## config.mk

```make
export PLATFORM = sky130hd
export DESIGN_NAME = mux_rr_arbiter
export DESIGN_NICKNAME = d
export VERILOG_FILES = /design/src/rtl/mux_arb_pkg.sv /design/src/rtl/mux_rr_pick.sv /design/src/rtl/mux_rr_arbiter.sv
export SDC_FILE = /design/constraint.sdc
export NUM_CORES = 1
export LEC_CHECK = 0
export CAP_MARGIN = 30
export CORE_MARGIN = 10
export CORE_UTILIZATION = 40
export CTS_BUF_LIST = sky130_fd_sc_hd__clkbuf_8
export CTS_CLUSTER_SIZE = 10
export DETAILED_ROUTE_END_ITERATION = 7
export HOLD_SLACK_MARGIN = 0.1
export PLACE_DENSITY = 0.82
export SLEW_MARGIN = 40
export SYNTH_ARGS = -nofsm -noshare
export SYNTH_HDL_FRONTEND = slang
export SYNTH_SLANG_ARGS = --single-unit
```

## constraint.sdc

```tcl
create_clock -name Clk -period 2.75 [get_ports Clk]
set_clock_uncertainty 0.05 [all_clocks]
set_input_delay 0.55 -clock Clk [delete_from_list [all_inputs] [get_ports Clk]]
set_output_delay 0.55 -clock Clk [all_outputs]
set_load 0.01 [all_outputs]
```

## src/rtl/mux_arb_pkg.sv

```systemverilog
`default_nettype none
// +--------------------------------------------------------------------------+
// | mux_arb_pkg                                                              |
// | Shared state encoding and width helper for the round-robin mux arbiter.  |
// | Revision: 1.0                                                            |
// +--------------------------------------------------------------------------+
package mux_arb_pkg;

  typedef enum logic [0:0] {
    ST_IDLE = 1'b0,
    ST_BUSY = 1'b1
  } state_t;

  // Ceiling log2 with a floor of 1 so a select port always has at least one bit.
  function automatic int clog2(input int n);
    int r;
    r = 1;
    for (int i = 1; i < 31; i++) begin
      if ((1 << i) < n) r = i + 1;
    end
    return r;
  endfunction

endpackage
`default_nettype wire

```

## src/rtl/mux_rr_pick.sv

```systemverilog
`default_nettype none
// +--------------------------------------------------------------------------+
// | mux_rr_pick                                                              |
// | Combinational round-robin pick: first set Req bit after Ptr, wrapping.   |
// | Revision: 1.0                                                            |
// +--------------------------------------------------------------------------+
module mux_rr_pick
  import mux_arb_pkg::*;
#(
  parameter int N  = 4,
  parameter int SW = clog2(N)
) (
  input  logic [N-1:0]  Req,
  input  logic [SW-1:0] Ptr,
  output logic          Any,
  output logic [SW-1:0] Win
);

  // Rotated priority encode: offset i from Ptr maps back to index (Ptr+i) mod N.
  always_comb begin
    int idx;
    idx = 0;
    Any = 1'b0;
    Win = '0;
    for (int i = 1; i <= N; i++) begin
      idx = int'(Ptr) + i;
      if (idx >= N) idx = idx - N;
      if (!Any && Req[idx]) begin
        Any = 1'b1;
        Win = SW'(idx);
      end
    end
  end

endmodule
`default_nettype wire

```

## src/rtl/mux_rr_arbiter.sv

```systemverilog
`default_nettype none
// +--------------------------------------------------------------------------+
// | mux_rr_arbiter                                                           |
// | Round-robin arbiter with registered N:1 data capture and valid/ready.    |
// | Optional feature macro: ARB_LOCK_EN (adds Lock port, sticky grant).      |
// | Revision: 1.0                                                            |
// +--------------------------------------------------------------------------+
module mux_rr_arbiter
  import mux_arb_pkg::*;
#(
  parameter int N = 4,
  parameter int W = 8,
  localparam int SW = clog2(N)
) (
  input  logic           Clk,
  input  logic           Rst,
  input  logic [N-1:0]   Req,
  input  logic [N*W-1:0] Data_In,
  input  logic           Out_Ready,
  output logic [N-1:0]   Grant,
  output logic [SW-1:0]  Sel,
  output logic [W-1:0]   Out,
  output logic           Out_Valid
`ifdef ARB_LOCK_EN
  ,
  input  logic [N-1:0]   Lock
`endif
);

  state_t        r_state;
  logic [SW-1:0] r_ptr;

  logic          w_xfer;
  logic [SW-1:0] w_pick_ptr;
  logic          w_any;
  logic [SW-1:0] w_win;
  logic          w_hold;
  logic          w_load;
  logic [SW-1:0] w_load_idx;
  logic [W-1:0]  w_data;

  assign w_xfer = (r_state == ST_BUSY) && Out_Ready;

  // On a transfer the pointer moves to the current grantee in the same edge,
  // so the search must already start after Sel rather than after r_ptr.
  assign w_pick_ptr = w_xfer ? Sel : r_ptr;

  mux_rr_pick #(
    .N  (N),
    .SW (SW)
  ) u_pick (
    .Req (Req),
    .Ptr (w_pick_ptr),
    .Any (w_any),
    .Win (w_win)
  );

`ifdef ARB_LOCK_EN
  assign w_hold = w_xfer && Lock[Sel] && Req[Sel];
`else
  assign w_hold = 1'b0;
`endif

  assign w_load     = w_hold || w_any;
  assign w_load_idx = w_hold ? Sel : w_win;
  assign w_data     = Data_In[w_load_idx*W +: W];

  always_ff @(posedge Clk or posedge Rst) begin
    if (Rst) begin
      r_state   <= ST_IDLE;
      r_ptr     <= SW'(N - 1);
      Grant     <= '0;
      Sel       <= '0;
      Out       <= '0;
      Out_Valid <= 1'b0;
    end else if (r_state == ST_IDLE || w_xfer) begin
      if (w_xfer && !w_hold) r_ptr <= Sel;
      if (w_load) begin
        r_state   <= ST_BUSY;
        Grant     <= N'(1) << w_load_idx;
        Sel       <= w_load_idx;
        Out       <= w_data;
        Out_Valid <= 1'b1;
      end else begin
        r_state   <= ST_IDLE;
        Grant     <= '0;
        Out_Valid <= 1'b0;
      end
    end
  end

endmodule
`default_nettype wire

```

==> metrics.cfg <==
[cells_and_area]
n_fill_cell=200
nets=187
drive_gt1_share_pct=12.2
area_delta_synth_final_pct=59.8
diodes=0
multiInputGateArea_um2=534
seq_area_um2=428

[drt]
wl_per_cell_um=17.8
drc=0
vias_per_cell=5.38
detail_route.iter0.violations=22
wl_met1_mm=1.33
num_vias=952
ant_nets=0
met3_length_um=392
routed.top_layer=met4
totalWireLength_mm=3.15
first_pass_iters=3
met2_wirelength_mm=1.38

[floorplan]
core_um2=2450
num_io_pins=54
die_area_um2=4940
die_y_um=70.3
row_count=18
initial_utilization_pct=41.2
die_x_um=70.3

[synthesis]
synth_cells=92
syn_area_um2=1010
syn_nets=131
yosysSeqAreaShare_pct=42.3
yosysWarnings=0
syn_avg_cell_area_um2=11.0
ys_ff_latch=17
synth.distinct_cells=33

[sta]
worst_slack_ps=190
rsz0062_at_grt=false
drv_slew=0
final_hold_viol_count=0
fmax_mhz=391
fin_crit_ps=2560
tightest_slew_ps=649
setup_violations=0
fin_crit_sh_pct=93.1
slew_headroom_pct=56.7

[global_route]
grt_pass1_wl_mm=5.21
grt_pass1_vias=1133
grt_util_all_layers_pct=13.0
grt_max_degree=20
gr-total-overflow=0
antenna_found_initial=0

[critical_path]
timing.rr.end=Out[1]
crit_arrival_ps=2670
ff2ff_path_depth=6
endpoint_kind=flip-flop
crit_start=Out_Ready
path_max_fanout=8
reg2reg_slack_ps=620
r2r_start=r_state
crit_chain=clkdlybuf4s50_1 -> nand2_1 -> mux2_4 -> o221a_4 -> a311oi_2 -> nand2_2 -> o221ai_1
slowest_delay_ps=550
cp-start-kind=input pin
cp_num_buf_inv=1
cpMaxStageDelayCell=clkdlybuf4s50_1
required_ps=2860
path_class=in -> reg
cp.depth=7
endpoint=Out[1]
crit_family=compound AO/OA/AOI/OAI gates

[clocking]
h-tree-depth=1
clock_path_buffers=2
numClockSinks=17
cts_tree=done
cts-root-buf=clkbuf_8
holdBufCountCts=0
cts_setup_buffers=0
cts.repair.resized=0
cts.clk_slew.worst_paths_ps=60
clk_latency_ps=250
numCtsBuffers=3

[placed_design]
place_congestion=0.835
pre_cts_ws_ps=-52.9
io_buffers=53
hpwl_mm=2.61

[power_and_ir_drop]
ir_drop_v=0.000472
power.leakage_nw=0.708
power.density_nw_per_um2=652
p_total_mw=1.05

[run_status]
status=completed

[flow_run]
cap_violations=0

[hold_path]
hp-class=reg -> reg

[per-stage QoR]
stage | cell area [µm²] | hold slack (ps) | utilization, % | TNS, ps | std cells
3_5_place_dp | 1570 | 434 | 63.9 | -215 | 173
2_1_floorplan | 1010 | 425 | - | 0 | 92
4_1_cts | 1620 | 451 | 65.8 | 0 | 177
5_1_grt | 1620 | 469 | 65.8 | 0 | 177
6_report | 1620 | 444 | 65.8 | 0 | 177
3_3_place_gp | 1570 | 423 | 63.9 | -11.8 | 173
[final cells by class]
cell class	count	share of cell area, %
Clock inverter	1	0.310
Inverter	5	1.16
Tap cell	30	2.32
Multi-Input combinational cell	67	33.1
Clock buffer	3	2.56
Timing Repair Buffer	54	34.1
Sequential cell	17	26.5
[worst min-delay path, cell delays in order (launching register included)]
cell and delay (ps):
dfrtp_1 340, nand2_1 50, o221ai_1 60
[where the power goes]
part / internal (mW) / switching (mW)
combinational: 0.283 / 0.213
clock: 0.100 / 0.0852
sequential: 0.325 / 0.0480
[layout by cell type (no fill, tap or decap), types with 2 or more instances in the layout]
| master | instances |
|---|---|
| nand2_2 | 2 |
| clkbuf_8 | 3 |
| nor2b_1 | 2 |
| nor2_1 | 3 |
| o221ai_1 | 8 |
| dfrtp_1 | 15 |
| a22o_1 | 2 |
| nand2_1 | 13 |
| a32o_1 | 2 |
| inv_1 | 4 |
| dfstp_2 | 2 |
| nand3_1 | 2 |
| mux2i_1 | 16 |
| clkdlybuf4s50_1 | 53 |
[flip-flops by register name, indices dropped and copies added (netlist names)]
name     count
Grant        4
Out          8
Sel          2
r_ptr        2
r_state      1
[kinds of logic (layout without fill, tap and decap cells)]
logic type	count (synthesis)	count (layout)	synth area share (%)
muxes	17	17	17.3
and+or+nand+nor	27	27	12.7
DFF	17	17	42.3
AOI/OAI and AO/OA	21	21	21.0
buffers and inverters	8	63	4.83
xor gates and xnor gates	2	2	1.73
[synthesized netlist by cell type]
master | n | share of area [%]
o221a_1 | 1 | 1.1
nand2b_1 | 1 | 0.62
nand3_1 | 2 | 0.99
nor4_1 | 1 | 0.62
or2_2 | 1 | 0.62
a31o_2 | 1 | 0.87
o221ai_1 | 8 | 6.9
a311o_2 | 1 | 1.1
and2_4 | 1 | 0.87
a311oi_2 | 1 | 1.5
dfstp_2 | 2 | 5.2
nand4_1 | 1 | 0.62
a21bo_1 | 1 | 0.99
clkbuf_1 | 1 | 0.37
buf_8 | 1 | 1.5
a31oi_1 | 1 | 0.62
dfrtp_1 | 15 | 37
nand2_1 | 13 | 4.8
a21o_1 | 1 | 0.74
inv_2 | 1 | 0.37
xor2_1 | 1 | 0.87
inv_1 | 4 | 1.5
nand2_2 | 2 | 1.2
mux2_4 | 1 | 1.5
nor2b_1 | 2 | 1.2
nor2_1 | 3 | 1.1
a22o_1 | 2 | 1.7
mux2i_1 | 16 | 16
a32o_1 | 2 | 2.0
buf_6 | 1 | 1.1
o221a_4 | 1 | 2.0
o221ai_2 | 1 | 1.5
xnor2_1 | 1 | 0.87
[routing by layer]
layer  vias to the layer above  GRT usage [%]
li1                        460              -
met5                         -              0
met1                       444           14.4
met2                        44           19.3
met4                         0           6.58
met3                         4           7.20
[how the worst min path moves through the flow]
stage                         from       end  slack, ps  cells past startpoint
final                       Out[5]    Out[5]        440                      2
after global routing      Grant[2]  Grant[2]        470                      1
after floorplan                Rst  Grant[0]        420                      1
after detailed placement    Out[5]    Out[5]        430                      2
after CTS                   Out[5]    Out[5]        450                      2
after global placement      Out[0]    Out[0]        420                      2
(Power assumes the default switching activity.)
